$ cat config.mk
export PLATFORM = sky130hd
export DESIGN_NAME = dec_num_entry
export DESIGN_NICKNAME = d
export VERILOG_FILES = /design/src/rtl/dec_num_entry_pkg.sv /design/src/rtl/dec_digit_acc.sv /design/src/rtl/dec_num_entry.sv
export SDC_FILE = /design/constraint.sdc
export NUM_CORES = 1
export LEC_CHECK = 0
export ABC_AREA = 1
export BUFFER_PORTS_ARGS = -buffer_cell sky130_fd_sc_hd__buf_2
export CAP_MARGIN = 5
export CORE_ASPECT_RATIO = 0.75
export CORE_UTILIZATION = 40
export CTS_BUF_LIST = sky130_fd_sc_hd__clkbuf_2
export CTS_CLUSTER_DIAMETER = 150
export DETAILED_ROUTE_END_ITERATION = 6
export PLACE_DENSITY = 0.62
export REMOVE_ABC_BUFFERS = 1
export SKIP_CTS_REPAIR_TIMING = 1
export SLEW_MARGIN = 20
export SYNTH_ARGS = -nofsm -noshare
export SYNTH_HDL_FRONTEND = slang
export SYNTH_HIERARCHICAL = 1
export SYNTH_SLANG_ARGS = --single-unit
$ cat constraint.sdc
create_clock -name clk -period 3.9 [get_ports clk]
set_input_delay 0.195 -clock clk [delete_from_list [all_inputs] [get_ports clk]]
set_output_delay 0.195 -clock clk [all_outputs]
set_load 0.02 [all_outputs]
$ cat src/rtl/dec_num_entry_pkg.sv
// Shared definitions for the decimal keypad-entry accumulator:
// FSM state encoding and the largest legal BCD digit.
package dec_num_entry_pkg;

  typedef enum logic {
    EMPTY = 1'b0,
    ENTRY = 1'b1
  } state_t;

  localparam logic [3:0] BCD_MAX = 4'd9;

endpackage

$ cat src/rtl/dec_digit_acc.sv
// Combinational digit accumulate step: cand = mag*10 + digit, plus a range
// check against the sign-dependent magnitude limit.
module dec_digit_acc
  import dec_num_entry_pkg::*;
#(
  parameter int WIDTH = 8
) (
  input  logic [WIDTH-1:0] mag,
  input  logic [3:0]       digit,
  input  logic             neg,
  output logic [WIDTH+3:0] cand,
  output logic             ok
);

  logic [WIDTH+3:0] mag_ext;
  logic [WIDTH+3:0] lim;
  logic [WIDTH+3:0] lim_pos;
  logic [WIDTH+3:0] lim_neg;

  // Four extra bits hold mag*10+9 for any WIDTH-bit mag, so the compare sees the full value.
  assign mag_ext = {4'b0000, mag};
  assign cand    = (mag_ext << 3) + (mag_ext << 1) + {{WIDTH{1'b0}}, digit};

  assign lim_pos = {5'b00000, {(WIDTH-1){1'b1}}};
  assign lim_neg = {4'b0000, 1'b1, {(WIDTH-1){1'b0}}};
  assign lim     = neg ? lim_neg : lim_pos;

  assign ok = (digit <= BCD_MAX) && (cand <= lim);

endmodule

$ cat src/rtl/dec_num_entry.sv
// Decimal keypad-entry accumulator: builds a signed WIDTH-bit value from digit,
// sign, clear and enter strobes; commits it to result on enter.
module dec_num_entry
  import dec_num_entry_pkg::*;
#(
  parameter int WIDTH = 8
) (
  input  logic             clk,
  input  logic             rst_n,
  input  logic             digit_stb,
  input  logic [3:0]       digit,
  input  logic             neg_stb,
  input  logic             clear_stb,
  input  logic             enter_stb,
  output logic [WIDTH-1:0] value,
  output logic             neg,
  output logic [WIDTH-1:0] result,
  output logic             done,
  output logic             reject
);

  localparam logic [WIDTH-1:0] MAG_MIN_NEG = {1'b1, {(WIDTH-1){1'b0}}};

  state_t           state, state_nxt;
  logic [WIDTH-1:0] mag, mag_nxt;
  logic             neg_nxt;
  logic [WIDTH-1:0] result_nxt;
  logic             done_nxt;
  logic             reject_nxt;
  logic [WIDTH+3:0] cand;
  logic             ok;

  dec_digit_acc #(.WIDTH(WIDTH)) u_acc (
    .mag   (mag),
    .digit (digit),
    .neg   (neg),
    .cand  (cand),
    .ok    (ok)
  );

  // Priority decode: clear > enter > neg > digit; lower strobes are dropped silently.
  always_comb begin
    state_nxt  = state;
    mag_nxt    = mag;
    neg_nxt    = neg;
    result_nxt = result;
    done_nxt   = 1'b0;
    reject_nxt = 1'b0;
    if (clear_stb) begin
      mag_nxt   = '0;
      neg_nxt   = 1'b0;
      state_nxt = EMPTY;
    end else if (enter_stb) begin
      result_nxt = value;
      done_nxt   = 1'b1;
      mag_nxt    = '0;
      neg_nxt    = 1'b0;
      state_nxt  = EMPTY;
    end else if (neg_stb) begin
      if (neg && (mag == MAG_MIN_NEG)) begin
        reject_nxt = 1'b1;
      end else begin
        neg_nxt = ~neg;
      end
    end else if (digit_stb) begin
      if (ok) begin
        mag_nxt = cand[WIDTH-1:0];
        if (cand != '0) begin
          state_nxt = ENTRY;
        end
      end else begin
        reject_nxt = 1'b1;
      end
    end
  end

  // value is registered from the next-state magnitude/sign so it lines up with neg.
  always_ff @(posedge clk or negedge rst_n) begin
    if (!rst_n) begin
      state  <= EMPTY;
      mag    <= '0;
      neg    <= 1'b0;
      value  <= '0;
      result <= '0;
      done   <= 1'b0;
      reject <= 1'b0;
    end else begin
      state  <= state_nxt;
      mag    <= mag_nxt;
      neg    <= neg_nxt;
      value  <= neg_nxt ? (~mag_nxt + 1'b1) : mag_nxt;
      result <= result_nxt;
      done   <= done_nxt;
      reject <= reject_nxt;
    end
  end

endmodule

### Yosys cells after proc, flatten, opt, wreduce, memory -nomap -nowiden

Index checks and enable logic that the tools add are counted.

| storage, ports and cells | value |
|---|---|
| input bits | 10 |
| output and inout port bits | 19 |
| word-level logic and storage cells | 37 |
| register bits | 27 |

| cells by class | value |
|---|---|
| magnitude comparators | 2 |
| reduce and logical (&&, ||, !) cells | 3 |
| equality and inequality tests | 1 |
| muxes and demuxes | 19 |
| add/subtract/negate cells | 3 |
| bitwise logic cells | 3 |

Operator list:

| kind | number |
|---|---|
| 8-bit two-way mux | 7 |
| 11-bit by 9-bit adder with 12-bit output | 1 |
| 12-bit by 4-bit adder with 12-bit output | 1 |
| 12-bit by 8-bit <= comparator with 1-bit output | 1 |
| 1-bit two-way mux | 12 |
| 8-bit by 1-bit adder with 8-bit output (second input constant) | 1 |
| 8-bit == test (second input constant) | 1 |
| 8-bit inverter | 1 |
| 4-bit <= comparator (second input constant) | 1 |
| 1-bit logical AND | 2 |
| 1-bit inverter | 2 |
| 2-bit AND reduction | 1 |

### Longest topological paths before layout

| depth | value |
|---|---|
| depth after elaboration | 12 |
| gate-level depth with buffers | 28 |
| gate-level depth less buffers | 28 |

### Cells and area by module

The synthesis kept the hierarchy.

By module, submodules not included:

| module | seq. area each (µm²) | cells an instance | area each (µm²) | instances |
|---|---|---|---|---|
| dec_num_entry | 650.6 | 152 | 1,301.2 | 1 |
| dec_digit_acc | 0.0 | 136 | 837.1 | 1 |

### Least setup slack after synthesis

Ideal clock, no wire load.

| timing path | value |
|---|---|
| kind | flip-flop to flip-flop |
| from | register mag[0] |
| to | register value[6] |
| setup time | 0.117 ns |
| cell stages (with the launch flop) | 26 |
| period minus slack after synthesis | 3.739 ns |
| slack | 0.161 ns |
| required time | 3.783 ns |
| data arrival time | 3.622 ns |
| buffers on the path | 0 |
| cells stage by stage | dfrtp_1 -> inv_1 -> fa_1 -> inv_1 -> fa_1 -> nand2_1 -> nand2_2 -> and2_1 -> xor2_1 -> ha_1 -> nand2_1 -> nor2_1 -> nand4_1 -> nand2_1 -> nand3_2 -> nor2_2 -> nand2_1 -> nor2_4 -> nand2_1 -> nand3_2 -> ha_1 -> nand2_1 -> nor2_1 -> nand2_1 -> nand3_1 -> nand2_1 |

| on the way | value |
|---|---|
| cells in the longest elaborated chain, start to end | 12 |
| elaborated cells on any way between the ends | 18 |
| classes of those cells | add/sub (3); order compare (1); eq/ne (1); mux (10); bitwise (1); reduce/logical (2) |

RTL lines:

| item | RTL line | RTL |
|---|---|---|
| start: declaration | dec_num_entry.sv:25 | `logic [WIDTH-1:0] mag, mag_nxt;` |
| start signal: assignment | dec_num_entry.sv:89 | `mag <= mag_nxt;` |
| 11-bit by 9-bit adder with 12-bit output (*) | dec_digit_acc.sv:22 | `assign cand = (mag_ext << 3) + (mag_ext << 1) + {{WIDTH{1'b0}}, digit};` |
| 12-bit by 4-bit adder with 12-bit output (*) | dec_digit_acc.sv:22 |  |
| via cand[6] | dec_num_entry.sv:30 | `logic [WIDTH+3:0] cand;` |
| 12-bit by 8-bit <= comparator with 1-bit output (*) | dec_digit_acc.sv:28 | `assign ok = (digit <= BCD_MAX) && (cand <= lim);` |
| 1-bit logical AND (*) | dec_digit_acc.sv:28 |  |
| via ok | dec_num_entry.sv:31 | `logic ok;` |
| 8-bit two-way mux (*) | dec_num_entry.sv:66 | `if (ok) begin` |
| 8-bit two-way mux (*) | dec_num_entry.sv:65 | `end else if (digit_stb) begin` |
| 8-bit two-way mux (*) | dec_num_entry.sv:59 | `end else if (neg_stb) begin` |
| 8-bit two-way mux (*) | dec_num_entry.sv:53 | `end else if (enter_stb) begin` |
| 8-bit two-way mux (*) | dec_num_entry.sv:49 | `if (clear_stb) begin` |
| 8-bit inverter | dec_num_entry.sv:91 | `value <= neg_nxt ? (~mag_nxt + 1'b1) : mag_nxt;` |
| 8-bit by 1-bit adder with 8-bit output | dec_num_entry.sv:91 |  |
| 8-bit two-way mux (*) | dec_num_entry.sv:91 |  |
| end signal: assignment | dec_num_entry.sv:91 |  |
| end: declaration | dec_num_entry.sv:15 | `output logic [WIDTH-1:0] value,` |

Mark *: on every way through the listed nets, which the timed path passes. The rest lies on a longest branch.
A chain may end at the register's enable or synchronous reset.

### Worst setup path after layout

| timing path | value |
|---|---|
| from | register mag[2] |
| to | register value[2] |

The elaborated chain is that of the path after synthesis.

==> key figures <==
Status
  • Outcome: complete, no violations

Placed design
  • Placed cells: 385
  • GPL Wtd Cong: 0.865
  • Placement Setup Slack: 0.00846 ns
  • Port Buffers: 28
  • HPWL Detailed: 3.62 mm

Die
  • Die Wd: 86.1 µm
  • Core Footprint: 5010 µm²
  • Ports: 29
  • # rows: 22
  • Initial Util: 42.4%
  • Die area: 5610 µm²
  • Die H: 65.1 µm

Clocking
  • CTS buffer count: 3
  • Clock slew at reported path FFs: 0.23 ns
  • Clk_lat worst skew: 0.34 ns
  • H-tree level count: 1
  • CTS tree: done
  • Maximum root-to-sink buffer count: 2
  • Clk sinks: 26
  • Root Driver: clkbuf_2

Worst setup path
  • R2r startpoint: mag[2]$_DFF_PN0_
  • R2R setup slack: 0.09 ns
  • CP Launch Point: mag[2]$_DFF_PN0_
  • Highest cell delay on the worst timing path: 0.51 ns
  • CP Data Arrival Time: 4.11 ns
  • Buf/Inv on CP: 4
  • CP Capture Type: flip-flop
  • Critical path class: reg2reg
  • Slowest stage cell, crit path: fa_1
  • Reg2reg end: value[2]$_DFF_PN0_
  • Crit-path cells: inv_2 > fa_1 > inv_2 > fa_2 > nand2_2 > nand2_2 > and2_4 > xor2_2 > ha_1 > nand2_2 > nor2_4 > nand4_1 > nand2_1 > nand3_2 > nor2_4 > nand3_4 > nand2_4 > nand3_4 > ha_4 > buf_4 > buf_4 > nor2_4 > xor2_2
  • Worst r2r path cells: 23
  • Crit-path max FO: 3
  • Critical Path RT: 4.20 ns
  • Crit path max-delay family: adder cells
  • CP startpoint kind: flip-flop

Power and ir drop
  • Power density over the cells: 212 nW/µm²
  • VDD IR max: 0.117 mV
  • Leakage: 1.60 nW

Timing
  • Fin Setup TNS: 0 ns
  • Highest Clock Rate: 262 MHz
  • Setup violators final: 0
  • Max_slew headroom: 62.2%
  • RSZ-0062 raised after global routing: yes
  • Post-route setup slack: 0.0893 ns
  • Post-layout minimum cycle time: 3.81 ns
  • Worst-margin pin slew: 0.568 ns
  • Final period utilization: 97.7%
  • Final Max Tran Viols: 0
  • Final hold violation count: 0
  • Worst Skew: 0.0120 ns

Synth
  • Synthesized area per cell: 7.48 µm²
  • Mapped Cells: 284
  • Yosys warns: 6
  • Mapped Area: 2120 µm²

Detailed routing
  • Routed Antenna Nets: 0
  • Vias/cell: 4.51
  • Vias: 1801
  • DRT Pass-1 Iters: 4
  • Post-DR wirelength/cell: 11.8 µm
  • Final WL: 4.72 mm
  • Drc violations: 0
  • Initial DRC Count: 99

Global route
  • Pin count of the biggest net entering global routing: 27
  • Vias in the first global route: 1558
  • Global-route wire length before repair: 7.32 mm
  • GRT overflow: 0
  • Initial antenna violation count: 0
  • Total GRT Usage: 16.8%

Finish
  • Share of layout cells above drive strength 1: 33.9%
  • Nets@finish: 364
  • Post-Layout Cell Count: 399
  • Final Util: 53.5%
  • Highest-count cells in the layout ignoring fill and taps: nand2_1, inv_1, buf_2
  • Commonest non-fill, non-tap cell in the layout: nand2_1
  • Layout fillers: 490
  • N_diodes: 0
  • Area delta synth->final: 26.3%

Run
  • Max-cap violations: 0

Worst hold path
  • Worst Hold Class: in2reg
  • HP Start: clear_stb
  • Hold Path End: done$_DFF_PN0_
  • Hold depth: 2
==> worst max-delay path by stage <==
stage | cells after the start | endpoint
2_1_floorplan | 25 | value[6]$_DFF_PN0_
3_3_place_gp | 25 | value[6]$_DFF_PN0_
3_5_place_dp | 25 | value[6]$_DFF_PN0_
4_1_cts | 25 | value[6]$_DFF_PN0_
5_1_grt | 27 | value[7]$_DFF_PN0_
6_report | 23 | value[2]$_DFF_PN0_
==> flip-flops by register name, indices dropped and copies added (netlist names) <==
signal and flops:
mag 8, result 8, value 7, done 1, neg 1, reject 1
==> cell type report <==
cell class              instances  area (µm²)  area share [%]
flip-flops and latches         26         652            24.3
well taps                      72        90.1            3.36
repair buffers                 42         251            9.38
multi-input cells             200        1460            54.5
inverters                      55         206            7.70
clock buffers                   3        15.0           0.560
clock inverters                 1        3.75           0.140
==> metrics by stage <==
stage / power, W / area [µm²] / hold WS, ns
floorplan: 0.000392 / 2100 / -0.101
global placement: 0.000439 / 2360 / 0.225
detailed placement: 0.000441 / 2360 / 0.224
CTS: 0.000538 / 2380 / -0.186
global route: 0.000609 / 2680 / 0.101
finish: 0.000567 / 2680 / 0.145
==> routing by layer <==
layer  vias up  part of all wire (%)  global-route usage [%]  routed length [µm]
met3         4                   3.7                    3.02                 175
met2        41                    42                    22.9                1990
met1       810                    53                    27.8                2520
met5         -                     0                       0                   0
met4         0                  0.85                    1.88                  40
li1        946                     -                       -                   -
==> power breakdown <==
group          internal (W)  switching (W)  leakage, nW
Combinational     0.0000673       0.000111         1.23
Clock             0.0000223      0.0000752       0.0140
Sequential         0.000282     0.00000891        0.356
==> worst register-to-register path, delay by kind of cell (launching register included) <==
family	cells	cell delay, ns
XOR/XNOR	2	0.29
adder cells (fa/ha/maj)	4	1.37
buffers and inverters	4	0.36
flip-flops	1	0.44
AND/OR/NAND/NOR	13	1.32
Note: power is estimated with default switching activity, not from simulation.
